==> config.mk <==
export PLATFORM = sky130hd
export DESIGN_NAME = arty_z7_leds_driver
export DESIGN_NICKNAME = d
export VERILOG_FILES = /design/src/rtl/arty_z7_leds_driver.sv
export SDC_FILE = /design/constraint.sdc
export NUM_CORES = 1
export LEC_CHECK = 0
export ABC_AREA = 1
export CAP_MARGIN = 20
export CORE_UTILIZATION = 35
export DETAILED_ROUTE_END_ITERATION = 8
export GPL_ROUTABILITY_DRIVEN = 0
export GPL_TIMING_DRIVEN = 1
export PLACE_DENSITY = 0.52
export SETUP_SLACK_MARGIN = 0.15
export SYNTH_ARGS = -nofsm -noshare
export SYNTH_HDL_FRONTEND = slang
export SYNTH_SLANG_ARGS = --single-unit
==> constraint.sdc <==
create_clock -name clk -period 1.75 [get_ports clk]
set_input_delay 0.35 -clock clk [delete_from_list [all_inputs] [get_ports clk]]
set_output_delay 0.35 -clock clk [all_outputs]
set_load 0.1 [all_outputs]
==> src/rtl/arty_z7_leds_driver.sv <==
// Four-channel LED driver for the Arty Z7: per-LED OFF/ON/BLINK/BREATHE modes with PWM
// brightness, reconfigured through a one-deep write slot that only commits on PWM period wraps.

module arty_z7_leds_lane #(
  parameter int PWM_BITS = 8
) (
  input  logic                clk,
  input  logic                rst_n,
  input  logic                we,
  input  logic [1:0]          we_mode,
  input  logic [PWM_BITS-1:0] we_bright,
  input  logic                blink_phase,
  input  logic [PWM_BITS-1:0] ramp,
  input  logic [PWM_BITS-1:0] pwm_cnt,
  output logic                led
);
  localparam logic [1:0] M_OFF   = 2'd0;
  localparam logic [1:0] M_ON    = 2'd1;
  localparam logic [1:0] M_BLINK = 2'd2;

  logic [1:0]          mode_q, mode_d;
  logic [PWM_BITS-1:0] bright_q, bright_d;
  logic [PWM_BITS-1:0] duty;
  logic                led_q, led_d;

  always_comb begin
    mode_d   = mode_q;
    bright_d = bright_q;
    if (we) begin
      mode_d   = we_mode;
      bright_d = we_bright;
    end
    duty = '0;
    case (mode_q)
      M_OFF:   duty = '0;
      M_ON:    duty = bright_q;
      M_BLINK: duty = blink_phase ? bright_q : '0;
      default: duty = ramp;
    endcase
    led_d = (pwm_cnt < duty);
  end

  always_ff @(posedge clk) begin
    if (!rst_n) begin
      mode_q   <= M_OFF;
      bright_q <= '0;
      led_q    <= 1'b0;
    end else begin
      mode_q   <= mode_d;
      bright_q <= bright_d;
      led_q    <= led_d;
    end
  end

  assign led = led_q;
endmodule

module arty_z7_leds_driver #(
  parameter int NR_OF_LEDS          = 4,
  parameter int PWM_BITS            = 8,
  parameter int PWM_DIV             = 2,
  parameter int BLINK_HALF_PERIOD   = 62500000,
  parameter int BREATHE_STEP_CYCLES = 1000000
) (
  input  logic                          clk,
  input  logic                          rst_n,
  input  logic                          cfg_valid,
  output logic                          cfg_ready,
  input  logic [$clog2(NR_OF_LEDS)-1:0] cfg_led,
  input  logic [1:0]                    cfg_mode,
  input  logic [PWM_BITS-1:0]           cfg_brightness,
  output logic [NR_OF_LEDS-1:0]         led,
  output logic                          pwm_period_start
);
  localparam int LED_W = $clog2(NR_OF_LEDS);
  localparam int DIV_W = (PWM_DIV > 1) ? $clog2(PWM_DIV) : 1;
  localparam int BLK_W = (BLINK_HALF_PERIOD > 1) ? $clog2(BLINK_HALF_PERIOD) : 1;
  localparam int BRE_W = (BREATHE_STEP_CYCLES > 1) ? $clog2(BREATHE_STEP_CYCLES) : 1;
  localparam logic [DIV_W-1:0]    DIV_LAST = DIV_W'(PWM_DIV - 1);
  localparam logic [BLK_W-1:0]    BLK_LAST = BLK_W'(BLINK_HALF_PERIOD - 1);
  localparam logic [BRE_W-1:0]    BRE_LAST = BRE_W'(BREATHE_STEP_CYCLES - 1);
  localparam logic [PWM_BITS-1:0] PWM_MAX  = '1;

  typedef struct packed {
    logic [LED_W-1:0]    led;
    logic [1:0]          mode;
    logic [PWM_BITS-1:0] bright;
  } cfg_req_t;

  logic [DIV_W-1:0]    presc_q, presc_d;
  logic [PWM_BITS-1:0] pwm_cnt_q, pwm_cnt_d;
  logic                pps_q, pps_d;
  logic [BLK_W-1:0]    blink_cnt_q, blink_cnt_d;
  logic                blink_phase_q, blink_phase_d;
  logic [BRE_W-1:0]    bre_cnt_q, bre_cnt_d;
  logic [PWM_BITS-1:0] ramp_q, ramp_d;
  logic                ramp_up_q, ramp_up_d;
  cfg_req_t            pend_q, pend_d;
  logic                pend_vld_q, pend_vld_d;
  logic                tick, boundary, bre_step, accept, apply;
  logic [NR_OF_LEDS-1:0] lane_we;

  always_comb begin
    tick        = (presc_q == DIV_LAST);
    presc_d     = tick ? '0 : presc_q + DIV_W'(1);
    boundary    = tick && (pwm_cnt_q == PWM_MAX);
    pwm_cnt_d   = tick ? pwm_cnt_q + PWM_BITS'(1) : pwm_cnt_q;
    pps_d       = boundary;

    blink_cnt_d   = blink_cnt_q + BLK_W'(1);
    blink_phase_d = blink_phase_q;
    if (blink_cnt_q == BLK_LAST) begin
      blink_cnt_d   = '0;
      blink_phase_d = ~blink_phase_q;
    end

    // Triangle ramp: reaching an endpoint costs one step (value held) while direction flips.
    bre_step  = (bre_cnt_q == BRE_LAST);
    bre_cnt_d = bre_step ? '0 : bre_cnt_q + BRE_W'(1);
    ramp_d    = ramp_q;
    ramp_up_d = ramp_up_q;
    if (bre_step) begin
      if (ramp_up_q) begin
        if (ramp_q == PWM_MAX) ramp_up_d = 1'b0;
        else                   ramp_d    = ramp_q + PWM_BITS'(1);
      end else begin
        if (ramp_q == '0)      ramp_up_d = 1'b1;
        else                   ramp_d    = ramp_q - PWM_BITS'(1);
      end
    end

    // Slot state before this edge decides both: a write landing on a wrap waits one period.
    accept     = cfg_valid && !pend_vld_q;
    apply      = boundary && pend_vld_q;
    pend_d     = pend_q;
    if (accept) begin
      pend_d.led    = cfg_led;
      pend_d.mode   = cfg_mode;
      pend_d.bright = cfg_brightness;
    end
    pend_vld_d = accept || (pend_vld_q && !apply);
  end

  always_ff @(posedge clk) begin
    if (!rst_n) begin
      presc_q       <= '0;
      pwm_cnt_q     <= '0;
      pps_q         <= 1'b0;
      blink_cnt_q   <= '0;
      blink_phase_q <= 1'b0;
      bre_cnt_q     <= '0;
      ramp_q        <= '0;
      ramp_up_q     <= 1'b1;
      pend_q        <= '0;
      pend_vld_q    <= 1'b0;
    end else begin
      presc_q       <= presc_d;
      pwm_cnt_q     <= pwm_cnt_d;
      pps_q         <= pps_d;
      blink_cnt_q   <= blink_cnt_d;
      blink_phase_q <= blink_phase_d;
      bre_cnt_q     <= bre_cnt_d;
      ramp_q        <= ramp_d;
      ramp_up_q     <= ramp_up_d;
      pend_q        <= pend_d;
      pend_vld_q    <= pend_vld_d;
    end
  end

  assign cfg_ready        = ~pend_vld_q;
  assign pwm_period_start = pps_q;

  // An index with no matching lane simply commits nowhere.
  for (genvar g = 0; g < NR_OF_LEDS; g++) begin : g_lane
    assign lane_we[g] = apply && (pend_q.led == LED_W'(g));
    arty_z7_leds_lane #(.PWM_BITS(PWM_BITS)) u_lane (
      .clk        (clk),
      .rst_n      (rst_n),
      .we         (lane_we[g]),
      .we_mode    (pend_q.mode),
      .we_bright  (pend_q.bright),
      .blink_phase(blink_phase_q),
      .ramp       (ramp_q),
      .pwm_cnt    (pwm_cnt_q),
      .led        (led[g])
    );
  end
endmodule

==> results_dict.tcl, run 1 <==
set metrics [dict create \
    relSlewSlack 0.679 \
    hold_end "ramp_up_q$_SDFFE_PN1P_" \
    grt_pass1_vias 5775 \
    r2r_end "g_lane[3].u_lane.bright_q[0]$_SDFFE_PN0P_" \
    clk_pin_slew_ns 0.06 \
    grt_max_degree 30 \
    setup-tns-final_ns 0 \
    numCtsBuffers 17 \
    cellLeakagePower_uw 0.00345 \
    synth_area_leaders "dfxtp_1 36%, nand2_1 14%, nor2_1 11%" \
    vias_per_cell 4.74 \
    ys_warn_count 0 \
    grt_use_total 0.185 \
    hold_viol_final 0 \
    hpwl_mm 12.6 \
    dieHeight_um 141 \
    worstReg2RegStart "pwm_cnt_q[1]$_SDFFE_PN0P_" \
    dr.pass1.iters 5 \
    grt.overflow.total 0 \
    drc 0 \
    drv_cap 0 \
    r2r_slack_ns 0.18 \
    yosys.area.top_type "dfxtp_1" \
    yosysTopAreaCellShare 0.363 \
    rows 50 \
    setup_viol 0 \
    initial_core_util 0.360 \
    die_area_mm2 0.0199 \
    synth_edf_count 0 \
    syn_area_per_cell_um2 6.64 \
    coreArea_mm2 0.0188 \
    final_cell_area_mm2 0.00866 \
    cp-end-kind "register" \
    worst_slew_pin_slew_ns 0.482 \
    final_antenna_net_count 0 \
    fin_crit_sh 0.899 \
    drv_slew 0 \
    grt_pass1_wl_mm 28.7 \
    io_pins 21 \
    grt_setup_unrepaired "yes" \
    peakVddDrop_mv 0.605 \
    drt_iter0_markers 387 \
    rr_worst_depth 8 \
    clk_latency_ns 0.43 \
    h-tree-depth 4 \
    synth-main-ff-cell "dfxtp_1" \
    cp.arrival_ns 1.89 \
    synth.yosys.seq_area_share 0.363 \
    n_antenna_cell 0 \
    cts_tree "done" \
    period_needed_ns 1.57 \
    yosysMostFrequentCell "nand2_1" \
    total_power_uw 6800 \
    min_from "rst_n" \
    drive_gt1_frac 0.183 \
    clock-root-buffer "clkbuf_16" \
    cp_max_fo 6 \
    utilization 0.460 \
    clock-sinks 123 \
    portBuffers 20 \
    hold_buffers 0 \
    routed_wl_mm 18.2 \
    synth_cells 1022 \
    powerDensity_mw_per_mm2 785 \
    area_delta_synth_final_pct 27.7 \
    fp.dieW_um 141 \
    netlist-cell-type-count 32 \
    netlist_area_mm2 0.00679 \
    vias 6464 \
    cts_max_path_buffers 2 \
    skew_ns 0.0148 \
    min_path_type "input port to register" \
    status "complete, no violations" \
    wl_per_cell_um 13.3 \
    dpl_cell_area_mm2 0.00754 \
    synth_nets 1075 \
    ys_ff_latch 123 \
    synthArstFlopShare 0 \
    worst_setup_path_start_kind "register" \
    min_path_cells 2 \
    path_class "register to register" \
    synthTopCellsByCount "246 x nand2_1, 195 x nor2_1, 123 x dfxtp_1" \
    max_freq_ghz 0.636 \
    cp.required_ns 2.07 \
    nNetsFinal 1144 \
    antenna_found_initial 0 \
]
-- critical path: stages (launching register included) --
cell and delay (ns):
dfxtp_2 0.35, ha_4 0.14, and3_4 0.20, nand2_4 0.07
nor2_8 0.17, buf_6 0.16, nand3_2 0.16, nor2_1 0.14
nor2_1 0.05
-- cell type report --
cell class                 count  area (um^2)
clock inverter                13          129
tap                          260          325
inverter                     115          440
fill                        1947        10200
sequential                   123         2490
timing repair buffer          70          688
multi-input combinational    764         4140
clock buffer                  19          453
-- metrics by stage --
stage / setup WS (ns) / hold WS, ns / cells
6_report: 0.177 / 0.269 / 1364
4_1_cts: 0.121 / 0.255 / 1347
5_1_grt: 0.106 / 0.301 / 1364
3_3_place_gp: 0.133 / 0.449 / 1315
2_1_floorplan: 0.177 / 0.430 / 1022
3_5_place_dp: 0.0880 / 0.466 / 1315
-- kinds of logic after synthesis --
group / synth area share
simple gates: 0.338
fa+ha+maj: 0.0712
buf+inv: 0.0854
xor+xnor: 0.0245
flops: 0.363
compound gates: 0.118
-- flip-flops by register name (all words and copies together) (netlist names) --
register and cells:
g_lane.u_lane.led 4, g_lane.u_lane.mode_q 8, blink_cnt_q 26, bre_cnt_q 20, pend_q 12, ramp_q 8, ramp_up_q 1, pwm_period_start 1
blink_phase_q 1, pwm_cnt_q 8, presc_q 1, pend_vld_q 1, g_lane.u_lane.bright_q 32
-- report_power, final --
| group | leakage, uW | switching [uW] | internal, uW |
|---|---|---|---|
| clock | 0.000275 | 1430 | 2060 |
| sequential | 0.00100 | 87.9 | 2850 |
| combinational | 0.00218 | 227 | 154 |
| total | 0.00345 | 1740 | 5060 |
-- worst max-delay path by stage --
stage,from,slack (ns),endpoint
3_3_place_gp,blink_phase_q$_SDFFE_PN0P_,0.13,g_lane[3].u_lane.led$_SDFF_PN0_
4_1_cts,blink_phase_q$_SDFFE_PN0P_,0.12,g_lane[3].u_lane.led$_SDFF_PN0_
2_1_floorplan,blink_cnt_q[0]$_SDFF_PP0_,0.18,blink_cnt_q[15]$_SDFF_PP0_
5_1_grt,blink_phase_q$_SDFFE_PN0P_,0.11,g_lane[1].u_lane.led$_SDFF_PN0_
6_report,pwm_cnt_q[1]$_SDFFE_PN0P_,0.18,g_lane[3].u_lane.bright_q[0]$_SDFFE_PN0P_
3_5_place_dp,blink_phase_q$_SDFFE_PN0P_,0.09,g_lane[3].u_lane.led$_SDFF_PN0_
-- per-layer routing --
layer	track usage	routed length, um
met5	0	0
met4	0.0629	297
met3	0.0428	649
met2	0.280	7850
met1	0.255	9380
-- placed cells by master, fill, tap and decap left out, drive strengths merged --
master | Yosys | layout
a21oi | 101 | 101
a22oi | 7 | 7
and2 | 1 | 1
and3 | 1 | 1
buf | 16 | 56
bufinv | 0 | 1
clkbuf | 10 | 20
clkdlybuf4s50 | 0 | 13
clkinv | 1 | 3
clkinvlp | 0 | 5
dfxtp | 123 | 123
fa | 1 | 1
ha | 37 | 37
inv | 114 | 119
nand2 | 249 | 249
nand3 | 53 | 59
nand3b | 7 | 7
nand4 | 15 | 15
nor2 | 198 | 198
nor3 | 18 | 18
nor3b | 1 | 1
o211ai | 4 | 4
o21a | 1 | 1
o21ai | 41 | 41
or2 | 4 | 4
xnor2 | 7 | 7
xor2 | 12 | 12
-- timing repair --
item                       CTS  global route
setup endpoints to repair   14            99
resized for setup            5           113
gates cloned                 0             7
buffers inserted             0            10
pin swaps                    1            18
Note: power is estimated with default switching activity, not from simulation.
==> run 2: changes to the inputs <==
SLEW_MARGIN = 25   (was not set)
==> results of run 2 <==
The final DEF is identical to that of run 1; final timing and power are the same.
